## src/rtl/seq_shifter.sv

```systemverilog
// Multi-cycle shift unit: loads an operand and shifts it one position per clock
// for a programmable number of steps, with a start/busy/done handshake.
module seq_shifter #(
   parameter int WIDTH = 8,
   parameter int AMT_W = 4
) (
   input  logic             clk,
   input  logic             rst_n,
   input  logic             start,
   input  logic [1:0]       mode,
   input  logic [WIDTH-1:0] din,
   input  logic [AMT_W-1:0] amount,
   output logic [WIDTH-1:0] dout,
   output logic             busy,
   output logic             done
);

   typedef enum logic [1:0] {
      S_IDLE  = 2'd0,
      S_SHIFT = 2'd1,
      S_DONE  = 2'd2
   } state_t;

   localparam logic [1:0] MODE_LSR = 2'b00;
   localparam logic [1:0] MODE_ASR = 2'b01;
   localparam logic [1:0] MODE_LSL = 2'b10;
   localparam logic [1:0] MODE_ROR = 2'b11;

   state_t           state_q, state_d;
   logic [WIDTH-1:0] shreg_q, shreg_d;
   logic [AMT_W-1:0] cnt_q,   cnt_d;
   logic [1:0]       mode_q,  mode_d;
   logic             busy_q,  busy_d;
   logic             done_q,  done_d;

   function automatic logic [WIDTH-1:0] shift_step(input logic [1:0] m,
                                                   input logic [WIDTH-1:0] d);
      logic [WIDTH-1:0] r;
      case (m)
         MODE_LSR: r = {1'b0, d[WIDTH-1:1]};
         MODE_ASR: r = {d[WIDTH-1], d[WIDTH-1:1]};
         MODE_LSL: r = {d[WIDTH-2:0], 1'b0};
         MODE_ROR: r = {d[0], d[WIDTH-1:1]};
         default:  r = d;
      endcase
      return r;
   endfunction

   always_comb begin
      state_d = state_q;
      shreg_d = shreg_q;
      cnt_d   = cnt_q;
      mode_d  = mode_q;
      case (state_q)
         // DONE accepts a new request just like IDLE, giving back-to-back operation
         S_IDLE, S_DONE: begin
            if (start) begin
               shreg_d = din;
               cnt_d   = amount;
               mode_d  = mode;
               state_d = S_SHIFT;
            end else begin
               state_d = S_IDLE;
            end
         end
         S_SHIFT: begin
            if (cnt_q != '0) begin
               shreg_d = shift_step(mode_q, shreg_q);
               cnt_d   = cnt_q - AMT_W'(1);
            end else begin
               state_d = S_DONE;
            end
         end
         default: state_d = S_IDLE;
      endcase
      busy_d = (state_d == S_SHIFT);
      done_d = (state_d == S_DONE);
   end

   always_ff @(posedge clk or negedge rst_n) begin
      if (!rst_n) begin
         state_q <= S_IDLE;
         shreg_q <= '0;
         cnt_q   <= '0;
         mode_q  <= '0;
         busy_q  <= 1'b0;
         done_q  <= 1'b0;
      end else begin
         state_q <= state_d;
         shreg_q <= shreg_d;
         cnt_q   <= cnt_d;
         mode_q  <= mode_d;
         busy_q  <= busy_d;
         done_q  <= done_d;
      end
   end

   assign dout = shreg_q;
   assign busy = busy_q;
   assign done = done_q;

endmodule

```

## config.mk

```make
export PLATFORM = sky130hd
export DESIGN_NAME = seq_shifter
export DESIGN_NICKNAME = d
export VERILOG_FILES = /design/src/rtl/seq_shifter.sv
export SDC_FILE = /design/constraint.sdc
export NUM_CORES = 1
export LEC_CHECK = 0
export ABC_AREA = 1
export CAP_MARGIN = 20
export CORE_MARGIN = 8
export CORE_UTILIZATION = 50
export CTS_BUF_LIST = sky130_fd_sc_hd__clkbuf_2 sky130_fd_sc_hd__clkbuf_4 sky130_fd_sc_hd__clkbuf_8
export DETAILED_ROUTE_END_ITERATION = 10
export PLACE_DENSITY = 0.81
export REMOVE_ABC_BUFFERS = 1
export SLEW_MARGIN = 25
export SYNTH_ARGS = -nofsm -noshare
export SYNTH_HDL_FRONTEND = slang
export SYNTH_SLANG_ARGS = --single-unit
```

## constraint.sdc

```tcl
create_clock -name clk -period 2.35 [get_ports clk]
set_input_delay 0.3525 -clock clk [delete_from_list [all_inputs] [get_ports clk]]
set_output_delay 0.3525 -clock clk [all_outputs]
set_load 0.03 [all_outputs]
```

==> run metrics <==
leak pwr 0.711 nW; routed via count 979; initial drt markers 28; Rows 17; outcome finished clean; GRT Total Usage 12.7%; port bufs 26; Power Dens Cells 1540 nW/um^2; post-layout min period 1.76 ns; clk_lat worst skew 0.30 ns; CTS H-Tree Depth 1; nets 187; CTS tree built; Starting Density 51.2%; Core ar. 2130 um^2; Yosys top cell area share 41.4%; Clock Skew 0.00796 ns; Least-Margin Pin Slew 0.314 ns; Fin Setup TNS 0 ns; Setup crit end kind output pin; Die Y 62.7 um; Synth Instances 141; vias in the first global route 990; CP Buf/Inv Count 1; deepest clock path buffer count 2; clock buffer count from CTS 3; CTS Hold Buffers Added 0; Yosys reg bits 18; largest net degree at the start of global routing 19; Worst path slowest cell clkdlybuf4s50_1; CP Cell Sequence clkdlybuf4s50_1; remaining routing DRC violations 0; Die ar. 3930 um^2; WS Path Type register to output pin; Hold Crit Class primary input to asynchronous set/reset pin; routed length per placed instance 12.4 um; Slew HR 79.0%; area grow syn2layout 26.8%; DRT Pass-1 Iters 4; CP startpoint kind register; Via density 4.99; Power Total 0.00212 W; Worst EP required 2.00 ns; unrepaired setup endpoints after global routing no; Final ANT Viol Nets 0; # setup viols final 0; Max Fanout on Critical Path 3; max frequency 567 MHz; max-slew violation count 0; IO Pins 27; Routability Congestion 0.812; Routed WL 2430 um; Synthesis Warnings 0; first-pass GRT wire length 4200 um; Final period util 75.1%; Worst-path clk slew 0.11 ns; top cells by area, synth dfrtp_1, nand2_1, nand3_1; clock root cell clkbuf_4; initial antenna violation count 0; syn avg cell area 7.72 um^2; delay-heaviest family, CP buffers and inverters; CTS resizes 0; post-CTS setup buffers 0; final hold vios 0; Ant. Diodes 0; CTS Sinks 18; post-synthesis sequential area ratio 41.4%; Final HPWL DP 1800 um; global route total overflow 0; max_cap viols 0; area leader, netlist dfrtp_1; Worst EP arrival 1.41 ns; library cells used by synthesis 23; die width 62.7 um; Max rail drop VDD 790 uV; share of cells above drive strength 1 12.5%; synthesized area 1090 um^2; slowest stage delay, CP 0.70 ns
==> final timing paths <==
kind / startpoint / slack [ns] / depth (start not counted) / to
setup / recovery: dout[0]$_DFFE_PN0P_ / 0.59 / 1 / dout[0]
hold / removal: rst_n / 0.38 / 2 / state_q[1]$_DFF_PN0_
setup reg to reg: cnt_q[0]$_DFFE_PN0P_ / 0.83 / 6 / cnt_q[3]$_DFFE_PN0P_
hold reg to reg: dout[4]$_DFFE_PN0P_ / 0.54 / 2 / dout[4]$_DFFE_PN0P_
max in group asynchronous: rst_n / 1.77 / 2 / cnt_q[2]$_DFFE_PN0P_
min in group clk: dout[4]$_DFFE_PN0P_ / 0.54 / 2 / dout[4]$_DFFE_PN0P_
==> layer usage <==
layer | routed length (um) | part of all wire (%) | track usage, % | vias up
met5 | 0 | 0 | 0 | -
met4 | 27 | 1.1 | 6.55 | 0
met2 | 1190 | 49 | 21.7 | 39
met1 | 1050 | 43 | 14.6 | 442
met3 | 158 | 6.5 | 2.33 | 3
li1 | - | - | - | 495
==> report_power, final <==
part | total, W | switching, W | internal [W]
Clock | 0.000195 | 0.000100 | 0.0000946
Combinational | 0.00133 | 0.000838 | 0.000496
Sequential | 0.000592 | 0.000129 | 0.000463
Total | 0.00212 | 0.00107 | 0.00105
==> cells in the mapped netlist <==
master	instances
nand2_1	58
dfrtp_1	18
nand3_1	17
inv_1	14
nor2_1	5
nand2_4	3
o21ai_0	3
a21oi_1	2
buf_6	2
inv_2	2
nand2_2	2
o21ai_1	2
o21ai_2	2
or2_2	2
a21boi_4	1
buf_12	1
buf_2	1
ha_1	1
mux2_2	1
nand3_2	1
nand3_4	1
nand3b_1	1
nor2_8	1
==> per-stage QoR <==
stage	setup slack [ns]	utilization (%)	hold slack, ns	instances	area [um^2]
floorplan	1.07	-	0.0569	137	1040
global placement	0.868	63.2	0.495	192	1340
detailed placement	0.843	63.2	0.500	192	1340
CTS	0.579	64.9	0.378	196	1380
global route	0.552	64.9	0.400	196	1380
finish	0.586	64.9	0.376	196	1380
==> state kept, by name, indices dropped and copies added (netlist names) <==
signal	flops
busy	1
cnt_q	4
state_q	2
done	1
mode_q	2
dout	8
==> cells by family after synthesis <==
family	after synthesis	synth area share (%)
mux	1	1.03
flops	18	41.4
compound gates	10	6.55
simple gates	91	40.0
buf+inv	20	9.88
fa+ha+maj	1	1.15
==> layout by cell type (no fill, tap or decap), types with 3 or more instances in the layout <==
cell type	count
nand2_1	58
nand3_1	17
inv_1	14
clkbuf_4	3
nand2_4	3
o21ai_0	3
clkdlybuf4s50_1	26
nor2_1	5
dfrtp_1	18
==> area by class of cell <==
type	instances	area, um^2
Inverter	16	60.1
Tap cell	28	35.0
Fill cell	183	747
Timing Repair Buffer	27	268
Clock buffer	4	36.3
Sequential cell	18	450
Multi-Input combinational cell	103	531
Note: power is estimated with default switching activity, not from simulation.
